`src/rtl/iprf_wb_arb_pkg.sv`:
```
// Shared types and constants for the integer PRF writeback path.
package iprf_wb_arb_pkg;

  localparam int IPRF_NUM_WRITES    = 2;
  localparam int IPRF_WB_FIFO_DEPTH = 2;
  localparam int PRF_PDST_W         = 7;
  localparam int PRF_DATA_W         = 32;

  typedef struct packed {
    logic [PRF_PDST_W-1:0] pdst;
    logic [PRF_DATA_W-1:0] data;
  } t_prf_wr_pkt;

  // Folds an index in [0, 2n) back into [0, n).
  function automatic int rr_wrap(input int idx, input int n);
    return (idx >= n) ? idx - n : idx;
  endfunction

endpackage

```
`src/rtl/iprf_wb_arb_fifo.sv`:
```
// Single-source circular result queue with push/pop, head, count and full/empty flags.
module iprf_wb_arb_fifo
  import iprf_wb_arb_pkg::*;
#(
  parameter int DEPTH = IPRF_WB_FIFO_DEPTH
) (
  input  logic                   clk,
  input  logic                   reset,
  input  logic                   push,
  input  t_prf_wr_pkt            push_pkt,
  input  logic                   pop,
  output t_prf_wr_pkt            head,
  output logic [$clog2(DEPTH):0] count,
  output logic                   full,
  output logic                   empty
);

  localparam int PTR_W = $clog2(DEPTH);
  localparam logic [PTR_W:0] DEPTH_C = (PTR_W+1)'(DEPTH);

  t_prf_wr_pkt      mem [DEPTH];
  logic [PTR_W-1:0] wr_ptr_reg;
  logic [PTR_W-1:0] rd_ptr_reg;
  logic [PTR_W:0]   count_reg;
  logic             do_push;
  logic             do_pop;

  assign full    = (count_reg == DEPTH_C);
  assign empty   = (count_reg == '0);
  assign do_push = push && !full;
  assign do_pop  = pop && !empty;
  assign count   = count_reg;
  assign head    = mem[rd_ptr_reg];

  always_ff @(posedge clk or negedge reset) begin
    if (!reset) begin
      wr_ptr_reg <= '0;
      rd_ptr_reg <= '0;
      count_reg  <= '0;
    end else begin
      if (do_push) wr_ptr_reg <= wr_ptr_reg + 1'b1;
      if (do_pop)  rd_ptr_reg <= rd_ptr_reg + 1'b1;
      case ({do_push, do_pop})
        2'b10:   count_reg <= count_reg + 1'b1;
        2'b01:   count_reg <= count_reg - 1'b1;
        default: count_reg <= count_reg;
      endcase
    end
  end

  // Storage is not reset: stale contents are unreachable once the pointers clear.
  always_ff @(posedge clk) begin
    if (do_push) mem[wr_ptr_reg] <= push_pkt;
  end

endmodule

```
`src/rtl/iprf_wb_arb.sv`:
```
// IPRF writeback arbiter: per-pipe queues, round-robin multi-grant onto NUM_WR registered write ports.
// Optional same-cycle bypass of empty queues with IPRF_WB_BYPASS_EN; duplicate-pdst check with ASSERT.
module iprf_wb_arb
  import iprf_wb_arb_pkg::*;
#(
  parameter int NUM_SRCS   = 4,
  parameter int FIFO_DEPTH = IPRF_WB_FIFO_DEPTH,
  parameter int NUM_WR     = IPRF_NUM_WRITES
) (
  input  logic                      clk,
  input  logic                      reset,
  input  logic [NUM_SRCS-1:0]       src_vld,
  input  t_prf_wr_pkt [NUM_SRCS-1:0] src_pkt,
  output logic [NUM_SRCS-1:0]       src_rdy,
  output logic                      iprf_wr_en_ro0 [NUM_WR],
  output t_prf_wr_pkt               iprf_wr_pkt_ro0 [NUM_WR],
  output logic                      wb_busy
);

  localparam int SRC_W = (NUM_SRCS > 1) ? $clog2(NUM_SRCS) : 1;
  localparam int CNT_W = $clog2(FIFO_DEPTH) + 1;

  logic [NUM_SRCS-1:0]          fifo_full;
  logic [NUM_SRCS-1:0]          fifo_empty;
  logic [NUM_SRCS-1:0]          fifo_push;
  logic [NUM_SRCS-1:0]          fifo_pop;
  logic [NUM_SRCS-1:0]          req;
  logic [NUM_SRCS-1:0]          gnt;
  t_prf_wr_pkt                  fifo_head  [NUM_SRCS];
  logic [CNT_W-1:0]             fifo_count [NUM_SRCS];
  logic [SRC_W-1:0]             rr_ptr_reg;
  logic [SRC_W-1:0]             rr_ptr_next;
  logic [NUM_WR-1:0]            port_vld;
  logic [NUM_WR-1:0][SRC_W-1:0] port_src;
  t_prf_wr_pkt                  port_pkt   [NUM_WR];
  logic                         last_vld;
  logic [SRC_W-1:0]             last_src;
  logic [NUM_WR-1:0]            wr_en_reg;
  t_prf_wr_pkt                  wr_pkt_reg [NUM_WR];

  // Scans the doubled request vector from start; the k-th hit in scan order owns port k.
  function automatic void rr_select(
    input  logic [2*NUM_SRCS-1:0]        req2,
    input  logic [SRC_W-1:0]             start,
    output logic [NUM_SRCS-1:0]          g,
    output logic [NUM_WR-1:0]            pv,
    output logic [NUM_WR-1:0][SRC_W-1:0] ps,
    output logic                         lv,
    output logic [SRC_W-1:0]             ls
  );
    int n;
    int s;
    g  = '0;
    pv = '0;
    ps = '0;
    lv = 1'b0;
    ls = '0;
    n  = 0;
    for (int i = 0; i < NUM_SRCS; i++) begin
      s = rr_wrap(int'(start) + i, NUM_SRCS);
      if (req2[int'(start) + i] && (n < NUM_WR)) begin
        g[s]  = 1'b1;
        pv[n] = 1'b1;
        ps[n] = SRC_W'(s);
        lv    = 1'b1;
        ls    = SRC_W'(s);
        n++;
      end
    end
  endfunction

  for (genvar gi = 0; gi < NUM_SRCS; gi++) begin : g_src
    logic byp_take;
`ifdef IPRF_WB_BYPASS_EN
    assign req[gi]  = !fifo_empty[gi] || (src_vld[gi] && src_rdy[gi]);
    assign byp_take = fifo_empty[gi] && gnt[gi];
`else
    assign req[gi]  = !fifo_empty[gi];
    assign byp_take = 1'b0;
`endif
    assign src_rdy[gi]   = reset && !fifo_full[gi];
    assign fifo_push[gi] = src_vld[gi] && src_rdy[gi] && !byp_take;
    assign fifo_pop[gi]  = gnt[gi] && !fifo_empty[gi];

    iprf_wb_arb_fifo #(.DEPTH(FIFO_DEPTH)) u_fifo (
      .clk      (clk),
      .reset    (reset),
      .push     (fifo_push[gi]),
      .push_pkt (src_pkt[gi]),
      .pop      (fifo_pop[gi]),
      .head     (fifo_head[gi]),
      .count    (fifo_count[gi]),
      .full     (fifo_full[gi]),
      .empty    (fifo_empty[gi])
    );
  end

  always_comb begin
    rr_select({req, req}, rr_ptr_reg, gnt, port_vld, port_src, last_vld, last_src);
    rr_ptr_next = rr_ptr_reg;
    if (last_vld) rr_ptr_next = SRC_W'(rr_wrap(int'(last_src) + 1, NUM_SRCS));
  end

  always_comb begin
    for (int k = 0; k < NUM_WR; k++) begin
      port_pkt[k] = fifo_head[port_src[k]];
`ifdef IPRF_WB_BYPASS_EN
      if (fifo_empty[port_src[k]]) port_pkt[k] = src_pkt[port_src[k]];
`endif
    end
  end

  always_ff @(posedge clk or negedge reset) begin
    if (!reset) begin
      rr_ptr_reg <= '0;
      wr_en_reg  <= '0;
    end else begin
      rr_ptr_reg <= rr_ptr_next;
      wr_en_reg  <= port_vld;
    end
  end

  // Packet flops load only on grant; their contents are don't-care while en is low.
  always_ff @(posedge clk) begin
    for (int k = 0; k < NUM_WR; k++) begin
      if (port_vld[k]) wr_pkt_reg[k] <= port_pkt[k];
    end
  end

  for (genvar gi = 0; gi < NUM_WR; gi++) begin : g_port
    assign iprf_wr_en_ro0[gi]  = wr_en_reg[gi];
    assign iprf_wr_pkt_ro0[gi] = wr_pkt_reg[gi];
  end

  always_comb begin
    wb_busy = |wr_en_reg;
    for (int s = 0; s < NUM_SRCS; s++) begin
      if (fifo_count[s] != '0) wb_busy = 1'b1;
    end
  end

`ifdef ASSERT
  always_ff @(posedge clk) begin
    if (reset) begin
      for (int a = 0; a < NUM_WR; a++) begin
        for (int b = a + 1; b < NUM_WR; b++) begin
          assert (!(port_vld[a] && port_vld[b] && (port_pkt[a].pdst == port_pkt[b].pdst)))
            else $error("iprf_wb_arb: two grants to pdst %0d in one cycle", port_pkt[a].pdst);
        end
      end
    end
  end
`endif

endmodule

```
`config.mk`:
```
export PLATFORM = sky130hd
export DESIGN_NAME = iprf_wb_arb
export DESIGN_NICKNAME = d
export VERILOG_FILES = /design/src/rtl/iprf_wb_arb_pkg.sv /design/src/rtl/iprf_wb_arb_fifo.sv /design/src/rtl/iprf_wb_arb.sv
export SDC_FILE = /design/constraint.sdc
export NUM_CORES = 1
export LEC_CHECK = 0
export CORE_AREA = 2 2 294 209
export CTS_CLUSTER_DIAMETER = 200
export DETAILED_ROUTE_END_ITERATION = 7
export DIE_AREA = 0 0 296 211
export HOLD_SLACK_MARGIN = 0.03
export REMOVE_ABC_BUFFERS = 1
export SLEW_MARGIN = 20
export SYNTH_ARGS = -nofsm -noshare
export SYNTH_HDL_FRONTEND = slang
export SYNTH_SLANG_ARGS = --single-unit
```
`constraint.sdc`:
```
create_clock -name clk -period 6.6 [get_ports clk]
set_input_delay 0.66 -clock clk [delete_from_list [all_inputs] [get_ports clk]]
set_output_delay 0.66 -clock clk [all_outputs]
set_load 0.02 [all_outputs]
```
==> results.cfg <==
[run_status]
status = finished clean

[synthesis]
synth_most_common_cell = edfxtp_1
synth_warnings = 0
avgSynthCellArea_sq_um = 17.5
yosysUniqueCellTypes = 48
synth_area_leader_cell = edfxtp_1
synth_seq_cells = 410
syn-cell-area_sq_um = 17800
yosys-top-cells-area = edfxtp_1 (66%), mux2i_1 (13%), mux2_2 (10%)
synth_top_flop_cell = edfxtp_1
synth-edff-count = 390
netlist.area_leader.share_pct = 66.0
netlist_instances = 1013
yosys-top-cells-count = edfxtp_1 (390), mux2i_1 (235), mux2_2 (157)
ys_seq_area_share_pct = 68.8
synth_async_sr_flop_share_pct = 4.88

[global_routing]
grt_util_met3_pct = 3.38
grt_pass1_wl_microns = 70000
grt_max_degree = 79
top_usage_layer = met2
met2_usage_pct = 25.8
antenna_found_initial = 5
use_met1_pct = 20.9
globalRouteTotalUtil_pct = 15.6
grt_pass1_vias = 10551
grt-ovfl-total = 0

[sta]
slew_headroom_pct = 30.5
tightest_slew_ps = 1040
finalSetupViolations = 0
rsz0062_at_grt = no
fin_ws_ps = 1170
fin_crit_sh_pct = 82.2
whs_ps = 446
hold_viol_final = 0
clock-skew-final_ps = 22.4
slew_viol_final = 0
post-route-min-period_ps = 5430
fmax_mhz = 184

[final_layout]
drive_gt1_share_pct = 20.2
largest_register_ffs = 312
final_cells = 2107
finalNetCount = 1442
syn_to_final_growth_pct = 27.2

[die]
rows = 75
core_sq_um = 59500
die_y_microns = 211
ios = 247
start_util_pct = 29.8
die_area_sq_um = 62500
die_w_microns = 296

[route]
wirelength_microns = 49300
drtAntennaViolNets = 0
drt_iter0_markers = 644
post-route-drc-count = 0
post_drt_via_cell_ratio = 4.70
vias = 9895
routedWlPerCell_microns = 23.4
firstDrtPassIters = 5

[cts]
cts_buffer_depth = 3
numCtsBuffers = 45
holdBufCountCts = 0
cts_setup_buffers = 0
htree_levels = 2
cts_root_buf = clkbuf_16
cts_tree = done
cts.sinks = 410
cts_resized = 0
clk_pin_slew_ps = 60
insertion_delay_ps = 570

[placement]
dp_slack_ps = 1260
dp_cells = 2027
numPortBuffers = 246
dp_hpwl_microns = 29400
place.gp.congestion = 0.765

[setup_path]
cp_max_fo = 39
crit_type = reg -> reg
cp-start-kind = register
arrival_ps = 5690
cp-end-kind = register
worstPathRequired_ps = 6870

[run]
drv_cap = 0

[min_path]
hp-class = in -> async
## metal layers
layer | routed length, microns | vias up
met5 | 23 | -
met4 | 809 | 4
met3 | 2840 | 64
met2 | 23400 | 275
met1 | 22300 | 5070
li1 | - | 4482
## stage by stage
stage	util (%)	setup TNS, ps	area, sq um
floorplan	-	-123450	17500
global placement	35.6	0	21200
detailed placement	35.6	0	21200
CTS	37.9	0	22600
global route	38.0	0	22600
finish	38.0	0	22600
## kinds of logic (layout without fill, tap and decap cells)
group,after synthesis,count (layout),share of synthesized area [%]
AO/OA/AOI/OAI,45,45,1.91
XOR/XNOR,22,22,1.09
adder cells (fa/ha/maj),14,14,0.987
buffers and inverters,62,345,1.82
flip-flops,410,410,68.8
multiplexers,396,396,23.7
other,0,3,0
AND/OR/NAND/NOR,64,64,1.77
## critical path, cell delays in order, from the launching register on
cell and delay [ps]:
dfrtp_1 820, inv_2 260, ha_1 420, inv_1 220
mux4_2 370, inv_2 120, ha_1 350, a2111oi_2 510
nor2_1 200, nor2_1 550, a32o_4 1040, mux2i_1 200
## final timing paths
check	slack (ps)	cells after the start	from	to
setup / recovery	1170	11	rr_ptr_reg[0]	wr_pkt_reg[0][17]
hold / removal	450	2	reset	wr_en_reg[0]
setup reg to reg	1170	11	rr_ptr_reg[0]	wr_pkt_reg[0][17]
hold reg to reg	540	1	g_src[1].u_fifo.count[1]	g_src[1].u_fifo.count[1]
max in group asynchronous	5890	2	reset	g_src[2].u_fifo.rd_ptr_reg
min in group clk	540	1	g_src[1].u_fifo.count[1]	g_src[1].u_fifo.count[1]
## area by class of cell
type,count,area (sq um)
well taps,808,1010
diodes,3,7.51
multi-input cells,541,5350
clock buffers,65,1250
clock inverters,12,149
repair buffers,256,2550
flip-flops and latches,410,12200
inverters,12,45.0
fillers,5519,36900
## layout by cell type (no fill, tap or decap), types with 11 or more instances in the layout
| cell type | netlist | routed |
|---|---|---|
| edfxtp_1 | 390 | 390 |
| clkdlybuf4s50_1 | 0 | 246 |
| mux2i_1 | 235 | 235 |
| mux2_2 | 157 | 157 |
| clkbuf_16 | 0 | 47 |
| clkbuf_1 | 20 | 17 |
| dfrtp_1 | 20 | 16 |
| nand2_1 | 14 | 14 |
| xnor2_1 | 14 | 14 |
| ha_1 | 14 | 14 |
| nor2_1 | 15 | 11 |
| nor3_1 | 11 | 11 |
Power is not shown: default switching activity piles up to over one toggle a cycle in this logic, so the estimate is an artifact.
